$ cat src/rtl/hilo_muldiv.sv
// HI/LO multiply-divide unit.
// Performs 32x32 multiply (signed/unsigned) and 32/32 divide (signed/unsigned)
// iteratively, one bit per cycle, and holds the results in the HI/LO registers.
// mthi/mtlo load HI/LO directly while the unit is idle.
module hilo_muldiv (
  input  logic        clk,
  input  logic        rst_n,
  input  logic        start,
  input  logic [1:0]  op,
  input  logic [31:0] rs_val,
  input  logic [31:0] rt_val,
  input  logic        mthi,
  input  logic        mtlo,
  output logic        busy,
  output logic        done,
  output logic        div_by_zero,
  output logic [31:0] hi_reg,
  output logic [31:0] lo_reg
);

  typedef enum logic [1:0] {
    S_IDLE = 2'd0,
    S_MUL  = 2'd1,
    S_DIV  = 2'd2,
    S_FIN  = 2'd3
  } state_e;

  state_e      state_q;
  logic [5:0]  cnt_q;
  logic [63:0] acc_q;      // mul: {partial product, multiplier}; div: {remainder, dividend/quotient}
  logic [31:0] opb_q;      // multiplicand (mul) or divisor (div) magnitude
  logic        is_div_q;
  logic        neg_q;      // negate product / quotient at FIN
  logic        rem_neg_q;  // negate remainder at FIN
  logic        busy_q;
  logic        done_q;
  logic        dbz_q;
  logic [31:0] hi_q;
  logic [31:0] lo_q;

  logic        signed_op;
  logic [31:0] rs_abs;
  logic [31:0] rt_abs;
  logic [32:0] mul_sum_d;
  logic [63:0] mul_acc_d;
  logic [32:0] div_trial_d;
  logic [63:0] div_acc_d;
  logic [63:0] mul_res_d;
  logic [31:0] quo_res_d;
  logic [31:0] rem_res_d;

  // Operand magnitudes, iteration steps and sign-corrected final results.
  // NOTE: every output of this block is assigned on every path, so no latch can form.
  always_comb begin
    signed_op   = ~op[0];
    rs_abs      = (signed_op && rs_val[31]) ? (32'd0 - rs_val) : rs_val;
    rt_abs      = (signed_op && rt_val[31]) ? (32'd0 - rt_val) : rt_val;

    // Shift-add: conditionally add the multiplicand to the upper half, then shift right.
    mul_sum_d   = {1'b0, acc_q[63:32]} + (acc_q[0] ? {1'b0, opb_q} : 33'd0);
    mul_acc_d   = {mul_sum_d, acc_q[31:1]};

    // Restoring divide: shift the next dividend bit into the remainder and try a subtract.
    div_trial_d = {acc_q[63:32], acc_q[31]} - {1'b0, opb_q};
    div_acc_d   = div_trial_d[32] ? {acc_q[62:0], 1'b0}
                                  : {div_trial_d[31:0], acc_q[30:0], 1'b1};

    mul_res_d   = neg_q     ? (64'd0 - acc_q)         : acc_q;
    quo_res_d   = neg_q     ? (32'd0 - acc_q[31:0])   : acc_q[31:0];
    rem_res_d   = rem_neg_q ? (32'd0 - acc_q[63:32])  : acc_q[63:32];
  end

  // Control FSM together with the datapath and HI/LO result registers.
  // NOTE: state uses non-blocking assignments so every register samples pre-edge values.
  always_ff @(posedge clk or negedge rst_n) begin
    if (!rst_n) begin
      // NOTE: datapath registers are reset too, so an aborted operation leaves nothing behind.
      state_q   <= S_IDLE;
      cnt_q     <= 6'd0;
      acc_q     <= 64'd0;
      opb_q     <= 32'd0;
      is_div_q  <= 1'b0;
      neg_q     <= 1'b0;
      rem_neg_q <= 1'b0;
      busy_q    <= 1'b0;
      done_q    <= 1'b0;
      dbz_q     <= 1'b0;
      hi_q      <= 32'd0;
      lo_q      <= 32'd0;
    end else begin
      done_q <= 1'b0;
      dbz_q  <= 1'b0;
      case (state_q)
        S_IDLE: begin
          if (start) begin
            cnt_q     <= 6'd0;
            is_div_q  <= op[1];
            neg_q     <= signed_op & (rs_val[31] ^ rt_val[31]);
            rem_neg_q <= signed_op & rs_val[31];
            busy_q    <= 1'b1;
            if (op[1]) begin
              acc_q   <= {32'd0, rs_abs};
              opb_q   <= rt_abs;
              state_q <= S_DIV;
            end else begin
              acc_q   <= {32'd0, rt_abs};
              opb_q   <= rs_abs;
              state_q <= S_MUL;
            end
          end else begin
            if (mthi) hi_q <= rs_val;
            if (mtlo) lo_q <= rs_val;
          end
        end
        S_MUL: begin
          acc_q <= mul_acc_d;
          cnt_q <= cnt_q + 6'd1;
          if (cnt_q == 6'd31) state_q <= S_FIN;
        end
        S_DIV: begin
          if (opb_q == 32'd0) begin
            // Divide by zero completes straight away; HI/LO keep their values.
            busy_q  <= 1'b0;
            done_q  <= 1'b1;
            dbz_q   <= 1'b1;
            state_q <= S_IDLE;
          end else begin
            acc_q <= div_acc_d;
            cnt_q <= cnt_q + 6'd1;
            if (cnt_q == 6'd31) state_q <= S_FIN;
          end
        end
        S_FIN: begin
          if (is_div_q) begin
            hi_q <= rem_res_d;
            lo_q <= quo_res_d;
          end else begin
            hi_q <= mul_res_d[63:32];
            lo_q <= mul_res_d[31:0];
          end
          busy_q  <= 1'b0;
          done_q  <= 1'b1;
          state_q <= S_IDLE;
        end
        default: state_q <= S_IDLE;
      endcase
    end
  end

  assign busy        = busy_q;
  assign done        = done_q;
  assign div_by_zero = dbz_q;
  assign hi_reg      = hi_q;
  assign lo_reg      = lo_q;

endmodule
$ cat config.mk
export PLATFORM = sky130hd
export DESIGN_NAME = hilo_muldiv
export DESIGN_NICKNAME = d
export VERILOG_FILES = /design/src/rtl/hilo_muldiv.sv
export SDC_FILE = /design/constraint.sdc
export NUM_CORES = 1
export LEC_CHECK = 0
export CAP_MARGIN = 25
export CELL_PAD_IN_SITES_DETAIL_PLACEMENT = 1
export CELL_PAD_IN_SITES_GLOBAL_PLACEMENT = 1
export CORE_ASPECT_RATIO = 1.4
export CORE_MARGIN = 2
export CORE_UTILIZATION = 44
export DETAILED_ROUTE_END_ITERATION = 6
export PLACE_DENSITY_LB_ADDON = 0.1
export SETUP_SLACK_MARGIN = 0.1
export SKIP_LAST_GASP = 1
export SLEW_MARGIN = 40
export SYNTH_ARGS = -nofsm -noshare
export SYNTH_HDL_FRONTEND = slang
export SYNTH_SLANG_ARGS = --single-unit
$ cat constraint.sdc
create_clock -name clk -period 4.7 [get_ports clk]
set_input_delay 0.94 -clock clk [delete_from_list [all_inputs] [get_ports clk]]
set_output_delay 0.94 -clock clk [all_outputs]
set_load 0.1 [all_outputs]
== Word level (Yosys, flattened, before mapping) ==
Index checks and enable logic that the tools add are counted.

* Add/sub/neg operators: 8
* Equality and inequality tests: 10
* Mux-type cells: 34
* Bitwise operators: 4
* Reduce and logical (&&, ||, !) cells: 12

{| class="wikitable"
|+ Operators by type and width
! cell !! count
|-
| $mux W32 || 13
|-
| $mux W64 || 4
|-
| $pmux W64 S3 || 1
|-
| $pmux W32 S2 || 2
|-
| $sub A1 B32 Y32 const A || 4
|-
| $sub A1 B64 Y64 const A || 1
|-
| $add A32 B32 Y33 || 1
|-
| $sub A33 B32 Y33 || 1
|-
| $logic_not A32 Y1 || 1
|-
| $pmux W6 S3 || 1
|-
| $mux W6 || 2
|-
| $ne A2 B2 Y1 const B || 6
|-
| $reduce_and A3 Y1 || 4
|-
| $mux W2 || 4
|-
| $pmux W2 S4 || 1
|-
| $add A6 B1 Y6 const B || 1
|-
| $eq A6 B5 Y1 const B || 1
|-
| $reduce_bool A3 Y1 || 2
|-
| $eq A2 B2 Y1 const B || 2
|-
| $mux W1 || 4
|-
| $pmux W1 S3 || 1
|-
| $and A1 B1 Y1 || 2
|-
| $eq A2 B1 Y1 const B || 1
|-
| $logic_and A1 B1 Y1 || 2
|-
| 6 further kinds || 6
|}

* Bits in registers: 174
* Input bits: 71

== Longest topological paths before layout ==
* Word-level depth: 6
* Gate-level depth with buffers: 15
* Gate-level depth less buffers: 13

== Worst setup path after synthesis ==
OpenSTA, ideal clock, no wires.

* Path type: flip-flop to flip-flop
* From: register acc_q[0]
* To: register acc_q[59]
* Library setup time: 0.124 ns
* Arrival time: 3.288 ns
* Data required time: 4.576 ns
* Slack: 1.288 ns
* Stages on the path, launching flop included: 15
* Buffers on the path: 2
* Path through: dfrtp_1 > clkbuf_1 > inv_1 > clkbuf_1 > nor2_1 > ha_1 > nor2b_1 > o31a_1 > o31a_1 > o21a_1 > o21ai_0 > a211oi_1 > or3_1 > o2111a_1 > a211o_1

* Word-level cells in the longest chain between the ends: 3

{| class="wikitable"
|+ Ends and longest elaborated chain
! item !! line !! source
|-
| start: declaration || 30 || <nowiki>logic [63:0] acc_q;</nowiki>
|-
| start signal: assignment || 102 || <nowiki>acc_q <= {32'd0, rs_abs};</nowiki>
|-
| start signal: assignment || 106 || <nowiki>acc_q <= {32'd0, rt_abs};</nowiki>
|-
| start signal: assignment || 116 || <nowiki>acc_q <= mul_acc_d;</nowiki>
|-
| $mux W32 || 60 || <nowiki>mul_sum_d = {1'b0, acc_q[63:32]} + (acc_q[0] ? {1'b0, opb_q} : 33'd0);</nowiki>
|-
| $add A32 B32 Y33 || 60 ||
|-
| $pmux W64 S3 || 93 || <nowiki>case (state_q)</nowiki>
|}

No other way between the ends.
A chain may end at the register's enable or synchronous reset.

== Final worst setup path ==
* From: register acc_q[31]
* To: register acc_q[39]

* Word-level cells in the longest chain between the ends: 4

{| class="wikitable"
|+ Ends and longest elaborated chain
! item !! line !! source
|-
| $sub A33 B32 Y33 || 64 || <nowiki>div_trial_d = {acc_q[63:32], acc_q[31]} - {1'b0, opb_q};</nowiki>
|-
| $mux W64 || 65 || <nowiki>div_acc_d = div_trial_d[32] ? {acc_q[62:0], 1'b0}</nowiki>
|-
| $mux W64 || 121 || <nowiki>if (opb_q == 32'd0) begin</nowiki>
|-
| $pmux W64 S3 || 93 ||
|}

No other way between the ends. The select of a mux whose other input is x is not followed.

==> metrics.txt <==
net switching power=8.22 mW; result of the run=finished, final reports clean; overflow left after global routing=0; Synth Instances=1,965; max_slew headroom=35.8%; # DRC=0; syn_area_per_cell=7.71 um2; largest register by flop count=acc_q; cts bufs inserted=17; Placer Congestion=0.969; slowest CP cell=dfrtp_1; Period minus WS final=3.99 ns; Synth area leaders=dfrtp_1 29%, o21ai_0 7.2%, ha_1 6.0%, a21oi_1 5.7%, nand2_1 5.4%; GRT Total Usage=36.5%; post-synthesis simple-gate area fraction=20.3%; endpoints failing hold=0; Power Dens Cells=789 nW/um2; critical path launch point type=flip-flop; # setup viols final=0; vias in the first global route=16,260; CTS Hold Buffers Added=0; Starting Density=44.5%; post-route cell area=17,400 um2; fraction of layout cells with a size suffix above 1=9.03%; post-route ant nets=0; chip width=161 um; dpl cell area=16,800 um2; post-synthesis compound-gate area fraction=28.7%; first-pass GRT wire length=99,600 um; LEAKAGE=7.58 nW; post-CTS sizing=0; Non-Filler Instances=2,523; Pwr Total=13.7 mW; fillers=4,275; Final Routed Wirelength=66,000 um; Final WS setup=0.708 ns; FF-to-FF Start=acc_q[31]; Seq cells post-synth=174; area of the multi-input gates=10,200 um2; final net count=2,204; Syn Std Cell Area=15,200 um2; final worst-path cycle share=84.9%; Crit Path Class=reg -> reg; routed len/inst=26.2 um; max_cap viols=0; DPL Wire Length=51,900 um; H-tree depth=4; Internal=5.50 mW; fraction of the mapped netlist area in adder cells=6.29%; Initial DRC Count=1,106; Setup crit end kind=flip-flop; Register Area=4350 um2; max FFs per register=64; crit path max fanout=47; slowest stage delay, CP=0.50 ns; Net Sw Frac=59.9%; sequential power share=21.8%; mux contribution to synthesized area=2.35%; pre-CTS setup slack=0.512 ns; cell taking the most area after synthesis=dfrtp_1; die area=36,000 um2; FF-to-FF path depth=13; largest net degree at the start of global routing=89; maximum clock frequency=250 MHz; Cell Rows=80; Mapped Nets=2,111; Netlist cell types=83; drt pass-1 iters=5; Logic pwr share=67.3%; xor-xnor portion of the synthesized cell area=9.01%; YS warnings=0; vias=16,022; RSZ-0062 raised after global routing=false; worst slew pin tran=0.961 ns; clock network power share=10.9%; CTS tree=done; Vias/cell=6.35; share of the synthesized area in the top cell type=28.7%; largest family of logic cells by synthesized area=compound AO/OA/AOI/OAI gates; antenna violations before repair=0; CTS clk-pin slew, worst paths=0.08 ns; critical path arrival=4.32 ns; Worst-Skew Late Latency=0.47 ns; Fin Setup TNS=0 ns; Die Y-Extent=224 um; Max clock buf depth=2; core area=34,000 um2; dpl cells=2,489; CTS Sinks=174; VDD IR max=0.397 mV; CTS Root Buffer Type=clkbuf_16; asr flop ratio synth=100%; # IOs=138; area grow syn2layout=14.8%; Post-synth top flop=dfrtp_1; Post-synth EDFFs=0; post-synthesis sequential area ratio=28.7%; r2r setup slk=0.71 ns; post-CTS setup buffers=0; Worst EP required=5.03 ns; skew final=0.0209 ns; CP Cell Sequence=inv_1 -> ha_1 -> fa_1 -> nor2b_1 -> o31a_1 -> o21a_1 -> o211ai_1 -> a211o_1 -> nand3_2 -> buf_12 -> mux2_2 -> a22oi_1 -> o21ai_0; port bufs=137; Slew Limit Fails=0; Hold Crit Class=in -> async; r2r endpoint=acc_q[39]
==> worst max-delay path: cells and delay by family, from the launching register on <==
family                   cells  cell delay (ns)
AO/OA/AOI/OAI                6             1.55
adder cells (fa/ha/maj)      2             0.68
buffers and inverters        2             0.39
flip-flops                   1             0.50
multiplexers                 1             0.38
AND/OR/NAND/NOR              2             0.28
==> placed cells by master, fill, tap and decap left out, types with 27 or more instances in the layout <==
cell type and count:
a21o_1 31, a21oi_1 172, buf_2 67, buf_4 45
clkdlybuf4s50_1 68, dfrtp_1 174, ha_1 72, inv_1 69
mux2i_1 30, nand2_1 218, nand3_1 28, nor2_1 210
nor2b_1 27, nor3_1 43, o21ai_0 219, o31ai_1 33
xnor2_1 79, xor2_1 77
==> cell type report <==
cell class              count  area share, %
diodes                      1         0.0144
clock buffers              17           2.45
clock inverters            15          0.985
inverters                  70           1.51
multi-input cells        1610           58.5
flip-flops and latches    174           25.0
well taps                 451           3.24
repair buffers            185           8.32
==> metal layers <==
| layer | share of wire [%] | vias to the layer above | GRT usage (%) | routed length [um] |
|---|---|---|---|---|
| li1 | - | 7312 | - | - |
| met1 | 37 | 8013 | 39.5 | 24400 |
| met2 | 51 | 503 | 66.0 | 33500 |
| met3 | 4.1 | 194 | 4.24 | 2670 |
| met4 | 8.1 | 0 | 25.8 | 5370 |
| met5 | 0 | - | 0 | 0 |
==> kinds of logic after synthesis <==
| family | after synthesis |
|---|---|
| simple gates | 659 |
| fa+ha+maj | 75 |
| flops | 174 |
| xor+xnor | 156 |
| mux | 35 |
| buf+inv | 181 |
| compound gates | 685 |
==> worst max path at each step <==
stage                     from         to  slack, ns
floorplan             acc_q[0]  acc_q[59]       1.29
finish               acc_q[31]  acc_q[39]       0.71
global placement    rs_val[17]  acc_q[29]       0.60
detailed placement  rs_val[17]  acc_q[29]       0.51
global route          acc_q[0]  acc_q[62]       0.34
CTS                   acc_q[0]  acc_q[60]       0.73
==> stage by stage <==
stage          util (%)  hold slack (ns)
5_1_grt            51.1            0.337
4_1_cts            51.0            0.479
3_3_place_gp       50.2            0.460
2_1_floorplan         -            0.466
6_report           51.1            0.323
3_5_place_dp       49.3            0.461
==> power groups by stage <==
| stage | Combinational (mW) | Clock (mW) | Sequential [mW] |
|---|---|---|---|
| 5_1_grt | 9.89 | 1.56 | 3.06 |
| 3_5_place_dp | 9.11 | 0 | 2.99 |
| 3_3_place_gp | 9.17 | 0 | 2.98 |
| 6_report | 9.24 | 1.49 | 2.99 |
| 4_1_cts | 9.17 | 1.50 | 2.97 |
| 2_1_floorplan | 4.80 | 0 | 4.55 |
==> Yosys cell counts, types with 5 or more instances <==
| library cell | count |
|---|---|
| nand2_1 | 220 |
| o21ai_0 | 219 |
| nor2_1 | 210 |
| a21oi_1 | 174 |
| dfrtp_1 | 174 |
| clkbuf_1 | 93 |
| xnor2_1 | 79 |
| xor2_1 | 77 |
| ha_1 | 73 |
| inv_1 | 69 |
| nor3_1 | 43 |
| o31ai_1 | 33 |
| a21o_1 | 31 |
| mux2i_1 | 30 |
| nand3_1 | 29 |
| nor2b_1 | 27 |
| nor4_1 | 25 |
| a211oi_1 | 23 |
| a221o_1 | 22 |
| a221oi_1 | 20 |
| a31oi_1 | 20 |
| o21a_1 | 20 |
| nand2b_1 | 15 |
| or3_1 | 15 |
| or4_1 | 15 |
| buf_1 | 13 |
| o41ai_1 | 13 |
| a22o_1 | 11 |
| o211ai_1 | 10 |
| o31a_1 | 10 |
| or2_2 | 9 |
| a21boi_0 | 8 |
| a22oi_1 | 8 |
| and2_1 | 8 |
| and3_1 | 7 |
| nor3b_1 | 7 |
| o21bai_1 | 7 |
| o221ai_1 | 6 |
| a211o_1 | 5 |
| mux2_2 | 5 |
| nand3b_1 | 5 |
No activity file was read; power rests on OpenSTA's default activity.
